$ cat src/rtl/io_port_responder_if.sv
// Port-interface bundle between the core/external world and io_port_responder.
// The slave modport is the responder's view; master is the view of whatever
// drives the core ports and the external links.
interface io_port_responder_if #(
  parameter int DATA_W    = 16,
  parameter int OUT_DEPTH = 4,
  parameter int IN_DEPTH  = 4
);
  localparam int OCW = $clog2(OUT_DEPTH) + 1;
  localparam int ICW = $clog2(IN_DEPTH) + 1;

  // Core output port (OUT instruction)
  logic [DATA_W-1:0] cpu_out_data;
  logic              cpu_out_we;
  // Core input port (IN instruction)
  logic [DATA_W-1:0] cpu_in_data;
  logic              cpu_in_re;
  // Interrupt handshake
  logic              intr;
  logic              intr_en;
  logic              intr_ack;
  // External consumer link
  logic [DATA_W-1:0] ext_tx_data;
  logic              ext_tx_valid;
  logic              ext_tx_ready;
  // External producer link
  logic [DATA_W-1:0] ext_rx_data;
  logic              ext_rx_valid;
  logic              ext_rx_ready;
  // Status
  logic [OCW-1:0]    out_count;
  logic [ICW-1:0]    in_count;
  logic              out_ovf;
  logic              in_unf;
  logic              err_clr;

  modport slave (
    input  cpu_out_data, cpu_out_we, cpu_in_re, intr_en, intr_ack,
           ext_tx_ready, ext_rx_data, ext_rx_valid, err_clr,
    output cpu_in_data, intr, ext_tx_data, ext_tx_valid, ext_rx_ready,
           out_count, in_count, out_ovf, in_unf
  );

  modport master (
    output cpu_out_data, cpu_out_we, cpu_in_re, intr_en, intr_ack,
           ext_tx_ready, ext_rx_data, ext_rx_valid, err_clr,
    input  cpu_in_data, intr, ext_tx_data, ext_tx_valid, ext_rx_ready,
           out_count, in_count, out_ovf, in_unf
  );
endinterface

$ cat src/rtl/io_port_responder.sv
// Device-side endpoint of the core's port interface: an output FIFO from the
// core to an external consumer, an input FIFO from an external producer to the
// core, sticky error flags, and an interrupt FSM driven by input occupancy.
// Heads are read combinationally so a pushed word is visible the cycle after
// the accepting edge; empty FIFOs present 0.
module io_port_responder #(
  parameter int DATA_W     = 16,
  parameter int OUT_DEPTH  = 4,
  parameter int IN_DEPTH   = 4,
  parameter int INT_THRESH = 1
) (
  input logic                clk,
  input logic                rst,
  io_port_responder_if.slave port
);
  localparam int OAW = $clog2(OUT_DEPTH);
  localparam int IAW = $clog2(IN_DEPTH);
  localparam logic [OAW:0] OUT_FULL  = (OAW+1)'(OUT_DEPTH);
  localparam logic [IAW:0] IN_FULL   = (IAW+1)'(IN_DEPTH);
  localparam logic [IAW:0] INT_LEVEL = (IAW+1)'(INT_THRESH);

  typedef enum logic [1:0] {ST_IDLE, ST_PEND, ST_SERVICE} intr_state_t;

  logic [DATA_W-1:0] out_mem [OUT_DEPTH];
  logic [OAW-1:0]    out_wr_ptr_reg;
  logic [OAW-1:0]    out_rd_ptr_reg;
  logic [OAW:0]      out_count_reg;

  logic [DATA_W-1:0] in_mem [IN_DEPTH];
  logic [IAW-1:0]    in_wr_ptr_reg;
  logic [IAW-1:0]    in_rd_ptr_reg;
  logic [IAW:0]      in_count_reg;

  logic              out_ovf_reg;
  logic              in_unf_reg;
  intr_state_t       intr_state_reg;
  logic              intr_reg;

  logic out_push, out_pop, out_drop;
  logic in_push, in_pop, in_miss;

  // A full output FIFO still accepts a write when the head leaves the same cycle.
  assign out_pop  = (out_count_reg != '0) && port.ext_tx_ready;
  assign out_push = port.cpu_out_we && ((out_count_reg != OUT_FULL) || out_pop);
  assign out_drop = port.cpu_out_we && !out_push;

  // Input readiness depends only on registered occupancy, never on cpu_in_re.
  assign in_push = port.ext_rx_valid && (in_count_reg != IN_FULL);
  assign in_pop  = port.cpu_in_re && (in_count_reg != '0);
  assign in_miss = port.cpu_in_re && (in_count_reg == '0);

  assign port.ext_tx_valid = (out_count_reg != '0);
  assign port.ext_tx_data  = (out_count_reg != '0) ? out_mem[out_rd_ptr_reg] : '0;
  assign port.ext_rx_ready = (in_count_reg != IN_FULL);
  assign port.cpu_in_data  = (in_count_reg != '0) ? in_mem[in_rd_ptr_reg] : '0;
  assign port.out_count    = out_count_reg;
  assign port.in_count     = in_count_reg;
  assign port.out_ovf      = out_ovf_reg;
  assign port.in_unf       = in_unf_reg;
  assign port.intr         = intr_reg;

  // Storage writes; contents need no reset because empty FIFOs mask the head.
  always_ff @(posedge clk) begin
    if (out_push) out_mem[out_wr_ptr_reg] <= port.cpu_out_data;
    if (in_push)  in_mem[in_wr_ptr_reg]   <= port.ext_rx_data;
  end

  // Output FIFO pointers and occupancy; power-of-2 depth gives natural wrap.
  always_ff @(posedge clk or negedge rst) begin
    if (!rst) begin
      out_wr_ptr_reg <= '0;
      out_rd_ptr_reg <= '0;
      out_count_reg  <= '0;
    end else begin
      if (out_push) out_wr_ptr_reg <= out_wr_ptr_reg + OAW'(1);
      if (out_pop)  out_rd_ptr_reg <= out_rd_ptr_reg + OAW'(1);
      if (out_push && !out_pop)      out_count_reg <= out_count_reg + (OAW+1)'(1);
      else if (!out_push && out_pop) out_count_reg <= out_count_reg - (OAW+1)'(1);
    end
  end

  // Input FIFO pointers and occupancy.
  always_ff @(posedge clk or negedge rst) begin
    if (!rst) begin
      in_wr_ptr_reg <= '0;
      in_rd_ptr_reg <= '0;
      in_count_reg  <= '0;
    end else begin
      if (in_push) in_wr_ptr_reg <= in_wr_ptr_reg + IAW'(1);
      if (in_pop)  in_rd_ptr_reg <= in_rd_ptr_reg + IAW'(1);
      if (in_push && !in_pop)      in_count_reg <= in_count_reg + (IAW+1)'(1);
      else if (!in_push && in_pop) in_count_reg <= in_count_reg - (IAW+1)'(1);
    end
  end

  // Sticky error flags; a new error in the clearing cycle keeps the flag set.
  always_ff @(posedge clk or negedge rst) begin
    if (!rst) begin
      out_ovf_reg <= 1'b0;
      in_unf_reg  <= 1'b0;
    end else begin
      if (out_drop)          out_ovf_reg <= 1'b1;
      else if (port.err_clr) out_ovf_reg <= 1'b0;
      if (in_miss)           in_unf_reg  <= 1'b1;
      else if (port.err_clr) in_unf_reg  <= 1'b0;
    end
  end

  // Interrupt FSM: raise on occupancy, drop on ack, re-arm only once drained.
  always_ff @(posedge clk or negedge rst) begin
    if (!rst) begin
      intr_state_reg <= ST_IDLE;
      intr_reg       <= 1'b0;
    end else begin
      case (intr_state_reg)
        ST_IDLE: begin
          if (port.intr_en && (in_count_reg >= INT_LEVEL)) begin
            intr_state_reg <= ST_PEND;
            intr_reg       <= 1'b1;
          end
        end
        ST_PEND: begin
          if (!port.intr_en) begin
            intr_state_reg <= ST_IDLE;
            intr_reg       <= 1'b0;
          end else if (port.intr_ack) begin
            intr_state_reg <= ST_SERVICE;
            intr_reg       <= 1'b0;
          end
        end
        ST_SERVICE: begin
          if (in_count_reg == '0) intr_state_reg <= ST_IDLE;
          intr_reg <= 1'b0;
        end
        default: begin
          intr_state_reg <= ST_IDLE;
          intr_reg       <= 1'b0;
        end
      endcase
    end
  end
endmodule

$ cat src/flat_wrapper.sv
// flat-port wrapper written by rule: the top's interface ports become plain ports
module io_port_responder_flat 
#(
  parameter int DATA_W     = 16,
  parameter int OUT_DEPTH  = 4,
  parameter int IN_DEPTH   = 4,
  parameter int INT_THRESH = 1
)
  (clk, rst, port_cpu_out_data, port_cpu_out_we, port_cpu_in_re, port_intr_en, port_intr_ack, port_ext_tx_ready, port_ext_rx_data, port_ext_rx_valid, port_err_clr, port_cpu_in_data, port_intr, port_ext_tx_data, port_ext_tx_valid, port_ext_rx_ready, port_out_count, port_in_count, port_out_ovf, port_in_unf);
  io_port_responder_if #(.DATA_W(DATA_W), .OUT_DEPTH(OUT_DEPTH), .IN_DEPTH(IN_DEPTH)) port_i ();
  input logic clk;
  input logic rst;
  input wire logic [$bits(port_i.cpu_out_data)-1:0] port_cpu_out_data;
  input wire logic [$bits(port_i.cpu_out_we)-1:0] port_cpu_out_we;
  input wire logic [$bits(port_i.cpu_in_re)-1:0] port_cpu_in_re;
  input wire logic [$bits(port_i.intr_en)-1:0] port_intr_en;
  input wire logic [$bits(port_i.intr_ack)-1:0] port_intr_ack;
  input wire logic [$bits(port_i.ext_tx_ready)-1:0] port_ext_tx_ready;
  input wire logic [$bits(port_i.ext_rx_data)-1:0] port_ext_rx_data;
  input wire logic [$bits(port_i.ext_rx_valid)-1:0] port_ext_rx_valid;
  input wire logic [$bits(port_i.err_clr)-1:0] port_err_clr;
  output wire logic [$bits(port_i.cpu_in_data)-1:0] port_cpu_in_data;
  output wire logic [$bits(port_i.intr)-1:0] port_intr;
  output wire logic [$bits(port_i.ext_tx_data)-1:0] port_ext_tx_data;
  output wire logic [$bits(port_i.ext_tx_valid)-1:0] port_ext_tx_valid;
  output wire logic [$bits(port_i.ext_rx_ready)-1:0] port_ext_rx_ready;
  output wire logic [$bits(port_i.out_count)-1:0] port_out_count;
  output wire logic [$bits(port_i.in_count)-1:0] port_in_count;
  output wire logic [$bits(port_i.out_ovf)-1:0] port_out_ovf;
  output wire logic [$bits(port_i.in_unf)-1:0] port_in_unf;
  assign port_i.cpu_out_data = port_cpu_out_data;
  assign port_i.cpu_out_we = port_cpu_out_we;
  assign port_i.cpu_in_re = port_cpu_in_re;
  assign port_i.intr_en = port_intr_en;
  assign port_i.intr_ack = port_intr_ack;
  assign port_i.ext_tx_ready = port_ext_tx_ready;
  assign port_i.ext_rx_data = port_ext_rx_data;
  assign port_i.ext_rx_valid = port_ext_rx_valid;
  assign port_i.err_clr = port_err_clr;
  assign port_cpu_in_data = port_i.cpu_in_data;
  assign port_intr = port_i.intr;
  assign port_ext_tx_data = port_i.ext_tx_data;
  assign port_ext_tx_valid = port_i.ext_tx_valid;
  assign port_ext_rx_ready = port_i.ext_rx_ready;
  assign port_out_count = port_i.out_count;
  assign port_in_count = port_i.in_count;
  assign port_out_ovf = port_i.out_ovf;
  assign port_in_unf = port_i.in_unf;
  io_port_responder #(.DATA_W(DATA_W), .OUT_DEPTH(OUT_DEPTH), .IN_DEPTH(IN_DEPTH), .INT_THRESH(INT_THRESH)) u_core (.clk(clk), .rst(rst), .port(port_i));
endmodule
$ cat config.mk
export PLATFORM = sky130hd
export DESIGN_NAME = io_port_responder_flat
export DESIGN_NICKNAME = d
export VERILOG_FILES = /design/src/rtl/io_port_responder_if.sv /design/src/rtl/io_port_responder.sv /design/src/flat_wrapper.sv
export SDC_FILE = /design/constraint.sdc
export NUM_CORES = 1
export LEC_CHECK = 0
export BUFFER_PORTS_ARGS = -buffer_cell sky130_fd_sc_hd__buf_2
export CORE_AREA = 2 2 106 108
export CTS_CLUSTER_DIAMETER = 60
export DETAILED_ROUTE_END_ITERATION = 12
export DIE_AREA = 0 0 108 110
export GPL_TIMING_DRIVEN = 0
export PLACE_DENSITY = 0.75
export SYNTH_ARGS = -nofsm -noshare
export SYNTH_HDL_FRONTEND = slang
export SYNTH_SLANG_ARGS = --single-unit
$ cat constraint.sdc
create_clock -name clk -period 2.5 [get_ports clk]
set_clock_uncertainty 0.05 [all_clocks]
set_input_delay 0.25 -clock clk [delete_from_list [all_inputs] [get_ports clk]]
set_output_delay 0.25 -clock clk [all_outputs]
set_load 0.02 [all_outputs]
==> results.ini <==
[power_and_ir_drop]
ir_worst_vdd_mv = 0.7178
internal_power_mw = 6.244
swShare_pct = 33.70
power.leakage_nw = 2.848
p_per_area_nw_per_um2 = 1248
seqPwrFrac_pct = 37.4
pwr-share-comb_pct = 36.3
power_switching_mw = 3.174
total_power_mw = 9.418
pwr-share-clk_pct = 26.3

[worst_hold_path]
hold_class = input port to flop
hold_path.startpoint = port_ext_rx_valid
hold_depth = 3

[yosys]
syn-instance-count = 303
syn-cell-area_sq_um = 5961
ys_seq_area_share_pct = 72.46
avgSynthCellArea_sq_um = 19.67
yosysUniqueCellTypes = 31
synth-seq-cells = 147
ys_dominant_reg_cell = edfxtp_1
syn_nets = 359
ys_warn_count = 0
synth_edf_count = 128
ys_async_sr_fraction_pct = 12.93

[die]
core_area_sq_um = 10700
start_util_pct = 55.72
design.die.area_sq_um = 11880
rows = 38
die_h_um = 110
io_pins = 84
fp.dieW_um = 108

[clock_network]
root_buffer = clkbuf_8
clock-sinks = 147
clk_path_buf_depth = 2
post_cts_buffers = 0
numCtsBuffers = 17
tritoncts = done
clk_latency_ns = 0.52
clkTransAtPathRegs_ns = 0.07
cts_max_level = 4

[flow_run]
maxCapViolCount = 0

[sta]
finalCriticalPeriod_ns = 2.388
worstMarginPinSlew_ns = 0.8835
max_freq_ghz = 0.4188
hold_viol_final = 0
whs_ns = 0.1502
finalCritPeriodShare_pct = 95.52
finalMaxSlewViolations = 0
setup_viol = 0
slew-limit-headroom_pct = 41.10
rsz0062_at_grt = no

[layout]
multi_input_area_sq_um = 1525
register_area_sq_um = 4319
drive_above_1_share_pct = 34.87
finalNetCount = 499
diodes = 0
nFillCells = 702
syn_to_final_growth_pct = 26.57
top_regs = u_core.in_mem x64, u_core.out_mem x64

[route]
drt_iter0_markers = 212
drcViolationCount = 0
first_pass_iters = 5
avgRoutedWirePerCell_um = 18.10
postRouteAntennaNets = 0
wirelength_um = 10790
num_vias = 3150
vias_per_cell = 5.285

[setup_path]
reg2reg_depth = 8
ff2ff_setup_slack_ns = 0.27
start_kind = flop
critPathKind = flop to primary output
worstReg2RegStart = u_core.port.out_count[0]$_DFFE_PN0P_
critPathMaxFanout = 10
endpoint_kind = primary output
cp.required_ns = 2.20
crit_path_end = port_ext_tx_data[7]
critPathLaunch = u_core.out_rd_ptr_reg[1]$_DFFE_PN0P_
arrival_ns = 2.09
worstReg2RegEnd = u_core.port.out_count[2]$_DFFE_PN0P_

[global_route]
grt_pass1_wl_um = 16750
grt_max_degree = 20
grt-ovfl-total = 0
grt_pass1_vias = 3322
grtUsageTotal_pct = 19.92
grt_antenna_before_repair = 0

[place]
port_buffers = 83
gp_congestion = 0.6917
dp_hpwl_um = 6423

[outcome]
outcome = completed

worst max-delay path, cell delays in order (launching register included):
cell and delay, ns:
dfrtp_1 0.34, buf_2 0.22, buf_2 0.31, mux4_1 0.37, and2_1 0.18, buf_2 0.15
stage by stage:
step                      setup TNS, ns  instances  utilization [%]  area [sq um]  setup WS [ns]
after floorplan                       0        303                -          5961         0.2279
after global placement                0        526            61.24          6551        0.03647
after detailed placement        -0.2289        526            61.24          6551      -0.008083
after CTS                             0        596            70.37          7528        0.03851
after global routing                  0        596            70.53          7545        0.01117
final                                 0        596            70.53          7545         0.1121
what timing repair did:
item,4_1_cts,5_1_grt
endpoints found under the setup margin,81,24
hold buffers,39,0
hold endpoints to repair,155,0
pin swaps,0,0
gates resized for setup,6,7
synth_stat cells (2+ instances only):
cell	n	area (sq um)
nand2_1	8	30.03
and2_1	24	150.1
nand3_1	3	15.01
mux2_2	2	22.52
o21ai_0	5	25.02
xnor2_1	8	70.07
nor2b_1	18	112.6
dfrtp_1	19	475.5
ha_1	14	175.2
mux4_2	24	540.5
clkbuf_1	3	11.26
edfxtp_1	128	3844
inv_1	9	33.78
buf_2	6	30.03
nand2b_1	2	12.51
xor2_1	4	35.03
mux4_1	8	210.2
nor2_1	3	11.26
buf_6	3	33.78
logic make-up after synthesis:
family,Yosys count,share of synthesized area (%)
AO/OA/AOI/OAI,8,0.7346
AND/OR/NAND/NOR,64,6.465
XOR/XNOR,12,1.763
buffers and inverters,22,2.162
multiplexers,35,13.14
flip-flops,147,72.46
adder cells (fa/ha/maj),15,3.275
layout make-up:
type / count / area share, %
buffer: 12 / 1.360
sequential: 147 / 57.25
clock buffer: 17 / 5.489
inverter: 9 / 0.4478
clock inverter: 15 / 2.239
multi-input combinational: 134 / 20.22
timing repair buffer: 122 / 10.68
tap: 140 / 2.322
layout by cell type, fill, tap and decap left out, types with 2 or more instances in the layout:
cell type | netlist | final
nand2_1 | 8 | 8
buf_6 | 3 | 2
clkinvlp_4 | 0 | 2
clkbuf_16 | 0 | 16
nor2_1 | 3 | 3
mux2_2 | 2 | 2
mux4_2 | 24 | 24
bufinv_16 | 0 | 2
o21ai_0 | 5 | 5
nor2b_1 | 18 | 17
and2_2 | 0 | 4
clkinv_4 | 0 | 2
ha_1 | 14 | 14
inv_6 | 0 | 7
nand3_1 | 3 | 3
xor2_1 | 4 | 4
inv_1 | 9 | 9
clkbuf_4 | 0 | 2
and2_1 | 24 | 20
edfxtp_1 | 128 | 128
nand2b_1 | 2 | 2
mux4_1 | 8 | 8
buf_2 | 6 | 89
xnor2_1 | 8 | 8
dfrtp_1 | 19 | 19
dlygate4sd3_1 | 0 | 39
worst min-delay path by stage:
stage	to	slack, ns
after floorplan	u_core.in_rd_ptr_reg[0]$_DFFE_PN0P_	-0.1
after global placement	u_core.port.intr$_DFFE_PN0P_	0.16
after detailed placement	u_core.intr_state_reg[1]$_DFFE_PN0P_	0.17
after CTS	u_core.out_rd_ptr_reg[1]$_DFFE_PN0P_	0.14
after global routing	u_core.in_wr_ptr_reg[0]$_DFFE_PN0P_	0.15
final	u_core.in_wr_ptr_reg[0]$_DFFE_PN0P_	0.15
power by group through the flow:
stage / combinational, mW / sequential, mW / clock, mW
floorplan: 2.34 / 3.58 / 0
global placement: 3.33 / 3.53 / 0
detailed placement: 3.39 / 3.56 / 0
CTS: 3.46 / 3.52 / 2.52
global route: 3.74 / 3.58 / 2.60
finish: 3.42 / 3.52 / 2.48
metal layers:
metal / vias up / track usage (%) / share of wire [%]
met1: 1603 / 22.91 / 41
met2: 80 / 35.85 / 54
met5: - / 0 / 0
met3: 11 / 5.761 / 4.5
met4: 0 / 7.051 / 1.1
li1: 1456 / - / -
Power figures use the tool's default switching activity.
